===== src/rtl/barrett_precompute_pkg.sv =====
// Shared Barrett reduction constants and the precompute FSM state type.
// The reducer imports the same DATA_W so the two blocks agree on port widths.
package barrett_precompute_pkg;

  // Width of the modulus / constant ports shared with the pipelined reducer.
  localparam int BARRETT_DATA_W = 64;

  // Largest legal modulus bit length. With k <= 32, mu fits in k+2 bits and
  // the 2k shift applied to the 128-bit x*mu product stays in range.
  localparam int BARRETT_MAX_MOD_BITS = 32;

  typedef enum logic [1:0] {
    ST_IDLE   = 2'd0,
    ST_BITLEN = 2'd1,
    ST_DIVIDE = 2'd2,
    ST_DONE   = 2'd3
  } bp_state_e;

endpackage


===== src/rtl/barrett_precompute_bitlen.sv =====
// Combinational leading-one detector: returns the index of the highest set
// bit plus one, so a zero input gives zero.
module barrett_precompute_bitlen #(
  parameter int DATA_W = 64,
  parameter int K_W    = $clog2(DATA_W + 1)
) (
  input  logic [DATA_W-1:0] m_i,
  output logic [K_W-1:0]    k_o
);

  // Scan upward; the last set bit seen wins, giving the highest one.
  always_comb begin
    k_o = '0;
    for (int b = 0; b < DATA_W; b++) begin
      if (m_i[b]) k_o = K_W'(b + 1);
    end
  end

endmodule


===== src/rtl/barrett_precompute.sv =====
// Barrett constant precompute: from modulus m produce k = bitlen(m) and
// mu = floor(2^(2k) / m) using a bit-serial restoring divider.
//
// state     | meaning
// ----------+-----------------------------------------------------------
// ST_IDLE   | waiting for start_i; outputs hold the previous result
// ST_BITLEN | one cycle: find k, range-check m, prime the divider
// ST_DIVIDE | 2k+1 cycles: one quotient bit of 2^(2k)/m per cycle
// ST_DONE   | valid_o pulse; accepts a new start_i like ST_IDLE
module barrett_precompute
  import barrett_precompute_pkg::*;
#(
  parameter int DATA_W       = BARRETT_DATA_W,
  parameter int MAX_MOD_BITS = BARRETT_MAX_MOD_BITS
) (
  input  logic              clk_i,
  input  logic              rst_i,
  input  logic              start_i,
  input  logic [DATA_W-1:0] m_i,
  output logic              busy_o,
  output logic              valid_o,
  output logic              error_o,
  output logic [DATA_W-1:0] m_bl_o,
  output logic [DATA_W-1:0] mu_o
);

  localparam int K_W   = $clog2(DATA_W + 1);
  localparam int CNT_W = $clog2(2 * MAX_MOD_BITS + 1);
  // Remainder stays below m < 2^MAX_MOD_BITS; one extra bit for the shift,
  // one more so the compare can never wrap.
  localparam int R_W   = MAX_MOD_BITS + 2;

  bp_state_e         state_q, state_d;
  logic [DATA_W-1:0] m_q, m_d;
  logic [K_W-1:0]    k_q, k_d;
  logic [R_W-1:0]    r_q, r_d;
  logic [DATA_W-1:0] q_q, q_d;
  logic [CNT_W-1:0]  i_q, i_d;
  logic              error_q, error_d;
  logic [DATA_W-1:0] m_bl_q, m_bl_d;
  logic [DATA_W-1:0] mu_q, mu_d;

  logic [K_W-1:0]    k_det;
  logic [R_W-1:0]    r_sh;
  logic [R_W-1:0]    m_low;
  logic [DATA_W-1:0] q_next;
  logic              first_step;

  barrett_precompute_bitlen #(
    .DATA_W (DATA_W),
    .K_W    (K_W)
  ) u_bitlen (
    .m_i (m_q),
    .k_o (k_det)
  );

  // Next-state, divider step and result capture.
  always_comb begin
    state_d    = state_q;
    m_d        = m_q;
    k_d        = k_q;
    r_d        = r_q;
    q_d        = q_q;
    i_d        = i_q;
    error_d    = error_q;
    m_bl_d     = m_bl_q;
    mu_d       = mu_q;
    // The dividend 2^(2k) contributes a single 1, on the very first step.
    first_step = (i_q == CNT_W'({k_q, 1'b0}));
    r_sh       = {r_q[R_W-2:0], first_step};
    m_low      = m_q[R_W-1:0];
    q_next     = {q_q[DATA_W-2:0], 1'b0};

    case (state_q)
      ST_IDLE, ST_DONE: begin
        if (start_i) begin
          m_d     = m_i;
          error_d = 1'b0;
          state_d = ST_BITLEN;
        end else if (state_q == ST_DONE) begin
          state_d = ST_IDLE;
        end
      end

      ST_BITLEN: begin
        if ((m_q == '0) || (k_det > K_W'(MAX_MOD_BITS))) begin
          error_d = 1'b1;
          m_bl_d  = '0;
          mu_d    = '0;
          state_d = ST_DONE;
        end else begin
          k_d     = k_det;
          r_d     = '0;
          q_d     = '0;
          i_d     = CNT_W'({k_det, 1'b0});
          state_d = ST_DIVIDE;
        end
      end

      ST_DIVIDE: begin
        if (r_sh >= m_low) begin
          r_d    = r_sh - m_low;
          q_next = {q_q[DATA_W-2:0], 1'b1};
        end else begin
          r_d    = r_sh;
        end
        q_d = q_next;
        if (i_q == '0) begin
          mu_d    = q_next;
          m_bl_d  = {{(DATA_W-K_W){1'b0}}, k_q};
          state_d = ST_DONE;
        end else begin
          i_d = i_q - 1'b1;
        end
      end

      default: state_d = ST_IDLE;
    endcase
  end

  // State and datapath registers with synchronous reset.
  always_ff @(posedge clk_i) begin
    if (rst_i) begin
      state_q <= ST_IDLE;
      m_q     <= '0;
      k_q     <= '0;
      r_q     <= '0;
      q_q     <= '0;
      i_q     <= '0;
      error_q <= 1'b0;
      m_bl_q  <= '0;
      mu_q    <= '0;
    end else begin
      state_q <= state_d;
      m_q     <= m_d;
      k_q     <= k_d;
      r_q     <= r_d;
      q_q     <= q_d;
      i_q     <= i_d;
      error_q <= error_d;
      m_bl_q  <= m_bl_d;
      mu_q    <= mu_d;
    end
  end

  assign busy_o  = (state_q == ST_BITLEN) || (state_q == ST_DIVIDE);
  assign valid_o = (state_q == ST_DONE);
  assign error_o = error_q;
  assign m_bl_o  = m_bl_q;
  assign mu_o    = mu_q;

endmodule


===== config.mk =====
export PLATFORM = sky130hd
export DESIGN_NAME = barrett_precompute
export DESIGN_NICKNAME = d
export VERILOG_FILES = /design/src/rtl/barrett_precompute_pkg.sv /design/src/rtl/barrett_precompute_bitlen.sv /design/src/rtl/barrett_precompute.sv
export SDC_FILE = /design/constraint.sdc
export NUM_CORES = 1
export LEC_CHECK = 0
export ABC_AREA = 1
export CORE_UTILIZATION = 37
export CTS_BUF_LIST = sky130_fd_sc_hd__clkbuf_8 sky130_fd_sc_hd__clkbuf_16
export DETAILED_ROUTE_END_ITERATION = 8
export PLACE_DENSITY_LB_ADDON = 0.1
export SLEW_MARGIN = 20
export SYNTH_ARGS = -nofsm -noshare
export SYNTH_HDL_FRONTEND = slang
export SYNTH_SLANG_ARGS = --single-unit

===== constraint.sdc =====
create_clock -name clk_i -period 11.2 [get_ports clk_i]
set_input_delay 1.12 -clock clk_i [delete_from_list [all_inputs] [get_ports clk_i]]
set_output_delay 1.12 -clock clk_i [all_outputs]
set_load 0.03 [all_outputs]

==> impl_metrics.toml, run 1 <==
[layout]
multi_input_area_sq_um = 6095
n_antenna_cell = 0
syn2layout_area_growth_pct = 20.16
drive_gt1_frac = 0.05243
fillCellCount = 3316
seq_area_sq_um = 4965
final_area_sq_um = 14600
fin_cells = 2228
fin_nets = 1877

[die]
fp.dieH_um = 183.2
num_rows = 65
boundaryPins = 198
start_util = 0.3801
die_area_sq_um = 33560
core_sq_um = 31960
die_x_um = 183.2

[timing]
max-slew-margin-rel = 0.3067
holdWs_ns = 0.4410
finalHoldViolations = 0
skew_ns = 0.01454
min_period_ns = 5.406
setup_tns_ns = 0
worst_slew_pin_slew_ns = 1.040
fmax_mhz = 185.0
setup_viol = 0
slew_violations = 0
fin_crit_sh = 0.4827
rsz0062_at_grt = "false"

[min_path]
hp-class = "register to register"

[cts]
postCtsHoldBufs = 0
ctsResizeCount = 0
insertion_delay_ns = 0.57
post_cts_buffers = 0
root_buffer = "clkbuf_16"
cts.reportedPaths.clkPinSlew_ns = 0.06
h-tree-depth = 1
cts.sinks = 248
cts_tree = "yes"
cts_buffers = 29
clk_path_buf_depth = 3

[power_and_ir_drop]
p_int_mw = 1.996
p_comb_frac = 0.416
p_sw_mw = 1.449
p_leak_nw = 5.745
p_sw_frac = 0.4206
power_mw = 3.445
vdd_drop_max_uv = 124.3
p_seq_frac = 0.308
p_per_area_nw_per_um2 = 236.0
p_clk_frac = 0.276

[global_route]
overflow = 0
met2_usage = 0.3202
busiest_layer = "met2"
grtUsageMet3 = 0.03018
use_met1 = 0.2501
grt_max_degree = 98
antenna_found_initial = 0
grt_pass1_wl_um = 52370
grt_pass1_vias = 10540
grt_usage = 0.1887

[worst_setup_path]
critPathKind = "register to register"
crit_path_frequent_cell = "nand2_2"
cp_max_fo = 64
required_ns = 11.69
crit_path_max_incr_delay_ns = 0.50
r2r_slack_ns = 5.79
cpMaxStageDelayCell = "inv_4"
worstPathArrival_ns = 5.89
endpoint_kind = "register"
critPathLaunchType = "register"

[route]
viasPerCell = 4.927
dr_total_vias = 10980
drt-total-wl_um = 31800
postRouteAntennaNets = 0
first_iter_violations = 653
drc = 0
dr.pass1.iters = 6
routedWlPerCell_um = 14.27

[run]
cap_violations = 0

[yosys]
synth.area.top_cells = "dfxtp_1 (41%), nand2_1 (13%), a21oi_1 (11%)"
ys_seq_elements = 248
synth_top_area_share = 0.4087
synth_cells = 1684
yosysTopAreaCell = "dfxtp_1"
yosys_warnings = 0
ys_seq_area_frac = 0.4087
syn-mean-instance-area_sq_um = 7.214
syn_area_sq_um = 12150
synthDistinctLibCells = 45

[placed_design]
io_buffer_count = 140
postPlaceCellArea_sq_um = 13600
routabilityCongestion = 0.8390
dp_hpwl_um = 20710
dp_cells = 2174

[run_status]
status = "completed"
-- worst max-delay path: cells and delay by family, from the launching register on --
family | cells | cell delay [ns]
AO/OA/AOI/OAI | 8 | 1.30
adder cells (fa/ha/maj) | 2 | 0.69
AND/OR/NAND/NOR | 28 | 2.38
flip-flops | 1 | 0.36
buffers and inverters | 2 | 0.58
-- area by class of cell --
| cell class | count | area share |
|---|---|---|
| sequential | 248 | 0.3401 |
| clock buffer | 40 | 0.06009 |
| multi-input combinational | 1198 | 0.4175 |
| inverter | 145 | 0.03746 |
| tap | 435 | 0.03729 |
| timing repair buffer | 148 | 0.1002 |
| clock inverter | 14 | 0.007286 |
-- power groups by stage --
stage	combinational, mW	clock (mW)	sequential, mW
2_1_floorplan	1.09	0	1.06
3_3_place_gp	1.45	0	1.08
3_5_place_dp	1.44	0	1.08
4_1_cts	1.45	0.981	1.06
5_1_grt	1.63	1.02	1.07
6_report	1.43	0.951	1.06
-- flip-flops by register name, indices dropped and copies added (netlist names) --
| name | cells |
|---|---|
| m_q | 64 |
| m_bl_o | 7 |
| i_q | 7 |
| q_q | 63 |
| mu_o | 64 |
| k_q | 7 |
| error_o | 1 |
| state_q | 2 |
| r_q | 33 |
-- synth_stat cells (all sizes together) --
master   instances
o31ai            2
a221oi           1
a2111o           1
nand4           14
clkbuf          80
a31oi            4
and3             1
o41ai            1
o311ai           2
nand2          444
xor2            15
inv            144
nor2            69
a211oi          11
clkinv           1
o211ai          11
o2111ai         21
a21o             1
nor4            14
a221o            3
buf             69
ha              39
a2111oi          1
o21ai          107
fa               1
o21a             2
nand3           66
dfxtp          248
o21bai           1
or2              2
o22ai            1
nor3             6
a21oi          282
conb             1
xnor2           18
-- layer usage --
metal	up-vias	wire, um
met2	233	14470
li1	5651	-
met4	0	535
met1	5055	15290
met5	-	0
met3	38	1507
-- metrics by stage --
stage / utilization / setup WS, ns
2_1_floorplan: - / 6.720
3_3_place_gp: 0.4256 / 5.933
3_5_place_dp: 0.4256 / 5.779
4_1_cts: 0.4564 / 5.762
5_1_grt: 0.4567 / 5.128
6_report: 0.4567 / 5.794
-- cell usage in the layout, fill, tap and decap left out, types with 15 or more instances in the layout --
| master | synthesis | final |
|---|---|---|
| clkdlybuf4s50_1 | 0 | 139 |
| a21oi_1 | 279 | 279 |
| nor2_1 | 69 | 69 |
| conb_1 | 1 | 57 |
| ha_1 | 39 | 38 |
| nand3_1 | 62 | 62 |
| inv_1 | 143 | 149 |
| dfxtp_1 | 248 | 248 |
| xor2_1 | 15 | 15 |
| xnor2_1 | 18 | 18 |
| o2111ai_1 | 21 | 21 |
| nand2_1 | 428 | 424 |
| clkbuf_16 | 0 | 29 |
| o21ai_0 | 105 | 105 |
| nand2_2 | 16 | 17 |
-- worst paths after layout --
kind | start | to | depth (start not counted)
worst max-delay path | i_q[5]$_SDFFE_PP0P_ | r_q[1]$_SDFFE_PP0P_ | 40
worst min-delay path | k_q[6]$_SDFFE_PP0P_ | k_q[6]$_SDFFE_PP0P_ | 2
worst min register to register | k_q[6]$_SDFFE_PP0P_ | k_q[6]$_SDFFE_PP0P_ | 2
worst max register to register | i_q[5]$_SDFFE_PP0P_ | r_q[1]$_SDFFE_PP0P_ | 40
-- cells by family (layout without fill, tap and decap cells) --
logic type | Yosys count | after routing | synth area share
simple gates | 616 | 616 | 0.2091
buf+inv | 294 | 347 | 0.1107
compound gates | 452 | 452 | 0.2056
xor+xnor | 33 | 33 | 0.02379
other cells | 1 | 57 | 0.0003087
fa+ha+maj | 40 | 40 | 0.04182
flops | 248 | 248 | 0.4087
(Power assumes the default switching activity.)
==> run 2: changes to the inputs <==
clock period = 5.15 ns   (was 11.2 ns; I/O delays follow)
==> impl_metrics.toml, run 2 (synthesis gave the netlist of run 1 again) <==
[placed_design]
io_buffer_count = 140
postPlaceCellArea_sq_um = 13670
pre_cts_slack_ns = 0.1217
routabilityCongestion = 0.8800
dp_hpwl_um = 20970

[timing]
fin_crit_sh = 0.9285
setup_tns_ns = 0
worst_slew_pin_slew_ns = 1.098
rsz0062_at_grt = "false"
slew_violations = 0
setup_viol = 0
max-slew-margin-rel = 0.2679
fmax_mhz = 209.1
fin_ws_ns = 0.3682
finalHoldViolations = 0
min_period_ns = 4.782
skew_ns = 0.01031

[global_route]
grt_pass1_wl_um = 51860
grt_pass1_vias = 10350
antenna_found_initial = 0
grt_max_degree = 104
grt_usage = 0.1863
overflow = 0

[route]
dr_total_vias = 10960
dr_wl_met2_um = 13920
wl_met1_um = 15500
dr.pass1.iters = 6
wl_met3_um = 1326
viasPerCell = 4.906
postRouteAntennaNets = 0
drc = 0
highest-signal-layer = "met4"
first_iter_violations = 587
drt-total-wl_um = 31530
routedWlPerCell_um = 14.11

[cts]
cts.reportedPaths.clkPinSlew_ns = 0.06
cts_buffers = 29
h-tree-depth = 1
insertion_delay_ns = 0.54
cts_tree = "yes"
clk_path_buf_depth = 3
postCtsHoldBufs = 0
cts.sinks = 248
root_buffer = "clkbuf_16"

[power_and_ir_drop]
power_mw = 7.664
p_per_area_nw_per_um2 = 519.5
p_clk_frac = 0.281
p_sw_mw = 3.147
p_seq_frac = 0.302
p_int_mw = 4.516
vdd_drop_max_uv = 262.8
p_sw_frac = 0.4107
p_leak_nw = 5.801
p_comb_frac = 0.417

[run]
cap_violations = 0

[die]
start_util = 0.3801
die_x_um = 183.2
boundaryPins = 198
fp.dieH_um = 183.2
die_area_sq_um = 33560
core_sq_um = 31960
num_rows = 65

[worst_setup_path]
crit_path_frequent_cell = "nand2_2"
cp_top_family = "simple AND/OR/NAND/NOR gates"
cpMaxStageDelayCell = "dfxtp_2"
r2r_slack_ns = 0.37
cp_max_fo = 20
required_ns = 5.61
r2r-end = "r_q[11]$_SDFFE_PP0P_"
endpoint_kind = "register"
path_buf_inv = 3
reg2regPathDepth = 39
worstPathArrival_ns = 5.24
worstReg2RegStart = "i_q[2]$_SDFFE_PP0P_"
critPathKind = "register to register"
critPathLaunchType = "register"
crit_path_max_incr_delay_ns = 0.37

[layout]
drive_gt1_frac = 0.06115
layout_commonest_cell = "nand2_1"
seq_area_sq_um = 4969
syn2layout_area_growth_pct = 21.44
final_cell_mix = "nand2_1 (424), a21oi_1 (279), dfxtp_1 (245)"
final_area_sq_um = 14750
fillCellCount = 3279
n_antenna_cell = 0
fin_nets = 1887
multi_input_area_sq_um = 6111

[min_path]
min-delay-start = "rst_i"
hp-class = "input pin to register"
hold_depth = 2
min_to = "k_q[6]$_SDFFE_PP0P_"

[run_status]
status = "completed"
[run 2: cell types whose count changed in the layout (fill, tap and decap cells not counted), moves of 4 or more]
cell	change
clkbuf_8	-9
buf_4	+7
bufinv_16	+5
o21ai_0	-4
o21ai_1	+4
[run 2: layout make-up]
type                       count  share of cell area
sequential                   248              0.3368
clock inverter                19             0.01688
multi-input combinational   1198              0.4142
clock buffer                  31             0.05106
tap                          435             0.03689
inverter                     145             0.03740
timing repair buffer         158              0.1068
[run 2: worst max path at each step]
stage | cells after the start | startpoint | slack, ns | endpoint
2_1_floorplan | 41 | i_q[5]$_SDFFE_PP0P_ | 0.67 | r_q[5]$_SDFFE_PP0P_
3_3_place_gp | 39 | i_q[5]$_SDFFE_PP0P_ | 0.22 | r_q[4]$_SDFFE_PP0P_
3_5_place_dp | 39 | i_q[5]$_SDFFE_PP0P_ | 0.12 | r_q[4]$_SDFFE_PP0P_
4_1_cts | 39 | i_q[5]$_SDFFE_PP0P_ | 0.11 | r_q[11]$_SDFFE_PP0P_
5_1_grt | 39 | i_q[5]$_SDFFE_PP0P_ | 0.01 | r_q[11]$_SDFFE_PP0P_
6_report | 39 | i_q[2]$_SDFFE_PP0P_ | 0.37 | r_q[11]$_SDFFE_PP0P_
[run 2: power groups by stage]
stage | combinational, mW | clock [mW] | sequential [mW]
3_5_place_dp | 3.13 | 0 | 2.35
2_1_floorplan | 2.38 | 0 | 2.30
6_report | 3.19 | 2.16 | 2.31
5_1_grt | 3.61 | 2.28 | 2.34
3_3_place_gp | 3.15 | 0 | 2.34
4_1_cts | 3.15 | 2.21 | 2.31
[run 2: repair_timing]
item,4_1_cts,5_1_grt
buffers inserted,0,6
gates resized for setup,0,18
endpoints found under the setup margin,0,35
[run 2: metal layers]
metal / vias up / GRT usage
li1: 5662 / -
met1: 5016 / 0.2546
met2: 235 / 0.3062
met3: 47 / 0.02502
met4: 0 / 0.05167
met5: - / 0
[run 2: through the flow]
step,std cells,hold WS [ns],util
2_1_floorplan,1740,0.4191,-
3_3_place_gp,2178,0.4294,0.4278
3_5_place_dp,2178,0.4316,0.4278
4_1_cts,2228,0.4138,0.4591
5_1_grt,2234,0.4610,0.4616
6_report,2234,0.4325,0.4616
[run 2: worst register-to-register path, delay by kind of cell (launching register included)]
kind,cells,cell delay [ns]
simple gates,27,1.98
compound gates,7,1.62
fa+ha+maj,2,0.46
flops,1,0.37
buf+inv,3,0.30
==> patch 1 (config.mk and constraints of run 2) <==
Register the outputs `busy_o` and `valid_o`, cleared by the reset; this adds one clock of latency there. The other outputs are not delayed to match.
--- a/src/rtl/barrett_precompute.sv
+++ b/src/rtl/barrett_precompute.sv
@@ -145,4 +145,11 @@
 
-  assign busy_o  = (state_q == ST_BITLEN) || (state_q == ST_DIVIDE);
-  assign valid_o = (state_q == ST_DONE);
+  always_ff @(posedge clk_i) begin
+    if (rst_i) begin
+      busy_o  <= '0;
+      valid_o <= '0;
+    end else begin
+      busy_o  <= (state_q == ST_BITLEN) || (state_q == ST_DIVIDE);
+      valid_o <= (state_q == ST_DONE);
+    end
+  end
   assign error_o = error_q;
Behaviour: not the same (Yosys sat finds a counterexample within 4 cycles, from zero or initial values and one cycle with rst_i high).
==> patch 1 against run 2 <==
Wire length increased by 2.1%; core utilization decreased by 0.88 points; cell count increased by 0.54%; worst hold slack improved by 0.0067 ns; area after synthesis increased by 0.73%; sequential cell count increased by 2; worst setup slack improved by 0.16 ns; final area decreased by 0.15%; total power increased by 5.2%; highest routed layer unchanged.
==> patch 1: results (changes against run 2) <==
Power and ir drop:
- The largest voltage drop on the vdd net is 0.000306 V (was 0.000263 V).
- The post-layout total power is 0.00806 W (was 0.00766 W).

Worst setup path:
- The cell type of the slowest stage on the worst timing path was sky130_fd_sc_hd__fa_1 (was sky130_fd_sc_hd__dfxtp_2).
- The peak per-stage delay on the critical path is 0.40 ns (was 0.37 ns).
- The maximum fanout encountered on the critical timing path came to 27 (was 20).
- The depth of the worst register-to-register path is 28 (was 39).
- The minimum setup slack among reg-to-reg paths is 0.53 ns (was 0.37 ns).
- The data arrival time of the critical path is 5.00 ns (was 5.24 ns).
- The endpoint of the most critical register-to-register path was r_q[1]$_SDFFE_PP0P_ (was r_q[11]$_SDFFE_PP0P_).

Global routing:
- The number of global-route vias before repair is 10380 (was 10349).
- The first-pass GRT wire length is 52600 um (was 51900 um).
- The pin count of the biggest net entering global routing was 101 (was 104).

Timing:
- The worst-case hold slack came to 0.439 ns (was 0.433 ns).
- The maximum clock skew at final layout is 0.00937 ns (was 0.0103 ns).
- The worst max-slew margin expressed relative to the limit is 0.288 (was 0.268).

Layout:
- The diode insertion count for antenna repair is 0 (unchanged).
- The share of cells above drive strength 1 came to 0.0737 (was 0.0611).
- The final-stage net count came to 1893 (was 1887).

Min path:
- The type of the worst min-delay path is register to register (was input pin to register).
- The launch instance of the worst min-delay path was k_q[6]$_SDFFE_PP0P_ (was rst_i).

Logic synthesis:
- Leading cell types by count after synthesis: 438 x sky130_fd_sc_hd__nand2_1, 296 x sky130_fd_sc_hd__a21oi_1, 250 x sky130_fd_sc_hd__dfxtp_1 (was 428 x sky130_fd_sc_hd__nand2_1, 279 x sky130_fd_sc_hd__a21oi_1, 248 x sky130_fd_sc_hd__dfxtp_1).
- The share of the yosys chip area belonging to registers is 0.409 (about the same).
- The gate count after technology mapping is 1695 (was 1684).
- The count of unique library cells instantiated by Yosys is 50 (was 45).
- Top cells by area, synth: sky130_fd_sc_hd__dfxtp_1 41%, sky130_fd_sc_hd__nand2_1 13%, sky130_fd_sc_hd__a21oi_1 12% (was sky130_fd_sc_hd__dfxtp_1 41%, sky130_fd_sc_hd__nand2_1 13%, sky130_fd_sc_hd__a21oi_1 11%).

Route:
- The total detailed-routing wirelength was 32200 um (was 31500 um).
- The via count was 10977 (was 10960).
- The average wire per cell in the routed design is 14.3 um (was 14.1 um).
- The number of search-and-repair iterations in the first detailed-routing pass is 4 (was 6).

Placed design:
- The placer congestion estimate is 0.858 (was 0.880).
- The detailed placement HPWL came to 21600 um (was 21000 um).
- The number of instances in the placed design came to 2198 (was 2178).

CTS:
- The TritonCTS buffer count is 28 (was 29).

Status:
- Outcome: complete, no violations (unchanged).
## patch 1: worst max-delay path, delay by kind of cell (launching register included)
kind / cells / cell delay [ns]
AO/OA/AOI/OAI: 16 / 2.16
buffers and inverters: 4 / 0.44
AND/OR/NAND/NOR: 6 / 0.84
flip-flops: 1 / 0.32
adder cells (fa/ha/maj): 2 / 0.67
## patch 1: how the worst min path moves through the flow
| stage | end | depth (start not counted) |
|---|---|---|
| 2_1_floorplan | k_q[6]$_SDFFE_PP0P_ | 2 |
| 3_3_place_gp | k_q[6]$_SDFFE_PP0P_ | 2 |
| 3_5_place_dp | k_q[6]$_SDFFE_PP0P_ | 2 |
| 4_1_cts | k_q[6]$_SDFFE_PP0P_ | 2 |
| 5_1_grt | k_q[6]$_SDFFE_PP0P_ | 2 |
| 6_report | k_q[6]$_SDFFE_PP0P_ | 2 |
## patch 1: cell type report
| cell class | instances | area (um2) |
|---|---|---|
| timing repair buffer | 155 | 1540 |
| clock inverter | 12 | 114 |
| multi-input combinational | 1206 | 6090 |
| inverter | 145 | 613 |
| sequential | 250 | 5000 |
| tap | 442 | 553 |
| fill | 3402 | 17800 |
| clock buffer | 36 | 811 |
## patch 1: per-stage QoR
stage	area [um2]	setup WS, ns	util
CTS	14700	0.162	0.452
finish	14700	0.533	0.453
detailed placement	13800	0.176	0.423
global route	14700	0.0591	0.453
global placement	13800	0.303	0.423
floorplan	12400	0.680	-
## patch 1: cell families (layout without fill, tap and decap cells)
| group | count (synthesis) | in the layout | share of synthesized area |
|---|---|---|---|
| and+or+nand+nor | 614 | 614 | 0.204 |
| AOI/OAI and AO/OA | 460 | 460 | 0.205 |
| buffers and inverters | 295 | 348 | 0.115 |
| DFF | 250 | 250 | 0.409 |
| adders and majority gates | 40 | 40 | 0.0415 |
| xor gates and xnor gates | 35 | 35 | 0.0251 |
| other | 1 | 57 | 0.000306 |
## patch 1: metal layers
metal	track usage	part of all wire	up-vias	wire length (um)
li1	-	-	5718	-
met1	0.257	0.49	5021	15800
met2	0.315	0.45	205	14500
met3	0.0297	0.044	33	1400
met4	0.0337	0.013	0	413
met5	0	0	-	0
## patch 1: where the power goes
| part | leakage (nW) | switching (W) | internal [W] | total [W] |
|---|---|---|---|---|
| clock | 0.481 | 0.000802 | 0.00120 | 0.00200 |
| combinational | 3.28 | 0.00255 | 0.00116 | 0.00371 |
| sequential | 2.03 | 0.000187 | 0.00217 | 0.00236 |
## patch 1: timing repair
item                       in CTS  in global routing
setup endpoints to repair       0                 35
hold buffers                    0                  0
resized for setup               0                  7
==> patch 2 (settings of run 2) <==
Without the edit above. Add an input register stage for `m_i`, with the module's reset; this delays it by one clock. The other inputs are not delayed to match.
--- a/src/rtl/barrett_precompute.sv
+++ b/src/rtl/barrett_precompute.sv
@@ -31,2 +31,12 @@
   localparam int R_W   = MAX_MOD_BITS + 2;
+
+  logic [DATA_W-1:0] m_r;
+
+  always_ff @(posedge clk_i) begin
+    if (rst_i) begin
+      m_r <= '0;
+    end else begin
+      m_r <= m_i;
+    end
+  end
 
@@ -76,3 +86,3 @@
         if (start_i) begin
-          m_d     = m_i;
+          m_d     = m_r;
           error_d = 1'b0;
Function: changed (a bounded check fails within 4 cycles, from zero or initial values and one cycle with rst_i high).
==> patch 2 against run 2 <==
Sequential power increased by 31%; critical path depth did not move; area after synthesis is 15% higher; worst setup slack got worse by 0.052 ns; first-iteration DRC count is 7.2% lower; cell count rose by 11%; non-clock buffer count increased by 31; final area up 16%; core utilization grew 0.36 points; wire length grew 14%; sequential cell count rose by 64; total power grew 26%; clock skew up 0.0093 ns; critical path type unchanged.
==> patch 2: results (changes against run 2) <==
Worst setup path:
- The worst reg2reg path startpoint is i_q[6]$_SDFFE_PP0P_ (was i_q[2]$_SDFFE_PP0P_).
- The maximum fanout encountered on the critical timing path came to 7 (was 20).
- The cell type of the slowest stage on the worst timing path is sky130_fd_sc_hd__dfxtp_4 (was sky130_fd_sc_hd__dfxtp_2).

Route:
- The total detailed-routing wirelength was 35800 um (was 31500 um).
- The number of search-and-repair iterations in the first detailed-routing pass is 5 (was 6).
- The via count normalized by instance count came to 4.89 (was 4.91).
- The average wire per cell in the routed design is 14.4 um (was 14.1 um).

Global routing:
- The first-pass GRT wire length was 58000 um (was 51900 um).
- The global-route met1 utilization is 0.243 (was 0.255).
- The met2 track utilization from global routing is 0.297 (was 0.306).
- The pin count of the biggest net entering global routing is 96 (was 104).
- The met3 global-route usage came to 0.0337 (was 0.0250).
- The total routing resource utilization after global routing is 0.181 (was 0.186).
- The number of global-route vias before repair is 11513 (was 10349).

Logic synthesis:
- Top cells by area, synth: sky130_fd_sc_hd__dfxtp_1 45%, sky130_fd_sc_hd__a21oi_1 11%, sky130_fd_sc_hd__nand2_1 7.0% (was sky130_fd_sc_hd__dfxtp_1 41%, sky130_fd_sc_hd__nand2_1 13%, sky130_fd_sc_hd__a21oi_1 11%).
- The share of the yosys chip area belonging to registers is 0.448 (was 0.409).
- The gate count after technology mapping was 1841 (was 1684).
- The share of flip-flops with an asynchronous set or reset after synthesis is 0 (unchanged).
- Leading cell types by count after synthesis: 312 x sky130_fd_sc_hd__dfxtp_1, 293 x sky130_fd_sc_hd__a21oi_1, 262 x sky130_fd_sc_hd__nand2_1 (was 428 x sky130_fd_sc_hd__nand2_1, 279 x sky130_fd_sc_hd__a21oi_1, 248 x sky130_fd_sc_hd__dfxtp_1).
- The count of unique library cells instantiated by Yosys was 48 (was 45).

Placed design:
- The detailed placement HPWL is 23400 um (was 21000 um).
- The placer congestion estimate is 0.850 (was 0.880).
- The number of instances in the placed design was 2407 (was 2178).

CTS:
- The TritonCTS buffer count came to 36 (was 29).
- The later-pin clock latency in the skew report is 0.52 ns (was 0.54 ns).

Timing:
- The worst max-slew margin expressed relative to the limit is 0.260 (was 0.268).
- The maximum clock skew at final layout is 0.0196 ns (was 0.0103 ns).

Power and ir drop:
- The total leakage power is 7.06 nW (was 5.80 nW).

Status:
- Outcome: complete, no violations (unchanged).

Layout:
- The share of cells above drive strength 1 was 0.0926 (was 0.0611).
- The final-stage net count is 2065 (was 1887).
==> patch 2: cell families (layout without fill, tap and decap cells) <==
family                     count (synthesis)  after routing  share of synthesized area
AOI/OAI and AO/OA                        508            508                      0.198
DFF                                      312            312                      0.448
adders and majority gates                 40             40                     0.0364
and+or+nand+nor                          597            597                      0.181
xor gates and xnor gates                  36             36                     0.0226
buffers and inverters                    347            427                      0.115
other                                      1             58                   0.000269
==> patch 2: what timing repair did <==
item,in CTS,in global routing
resized for setup,0,33
buffers inserted,0,10
setup endpoints to repair,0,35
==> patch 2: report_power, final <==
part,internal [W],switching [W]
combinational,0.00146,0.00275
sequential,0.00278,0.000241
clock,0.00146,0.000996
==> patch 2: cell type report <==
cell class | count | area (um2)
Antenna cell | 1 | 2.50
Clock buffer | 40 | 978
Clock inverter | 17 | 150
Fill cell | 3757 | 19700
Inverter | 180 | 722
Multi-Input combinational cell | 1238 | 6460
Sequential cell | 312 | 6250
Tap cell | 504 | 631
Timing Repair Buffer | 189 | 1940
Timing Repair inverter | 1 | 11.3
==> patch 2: path summary, 6_finish.rpt <==
check / endpoint / slack (ns) / cells after the start
setup / recovery: r_q[21]$_SDFFE_PP0P_ / 0.32 / 39
hold / removal: k_q[6]$_SDFFE_PP0P_ / 0.44 / 2
setup reg to reg: r_q[21]$_SDFFE_PP0P_ / 0.32 / 39
hold reg to reg: k_q[6]$_SDFFE_PP0P_ / 0.44 / 2
==> patch 2: metrics by stage <==
step	area, um2	setup TNS (ns)	worst slack [ns]
floorplan	14200	0	0.599
global route	17200	-0.00480	-0.00480
detailed placement	15700	0	0.127
finish	17200	0	0.316
CTS	16800	0	0.0703
global placement	15700	0	0.181
==> patch 2: critical path, delay by kind of cell, from the launching register on <==
family	cells	cell delay [ns]
buf+inv	7	0.63
flops	1	0.37
fa+ha+maj	2	0.51
xor+xnor	1	0.17
simple gates	17	1.58
compound gates	12	1.49
==> patch 2: per-layer routing <==
layer / wire length, um / up-vias
met5: 0 / -
met3: 1530 / 53
met1: 17400 / 5570
met4: 764 / 0
li1: - / 6262
met2: 16100 / 244
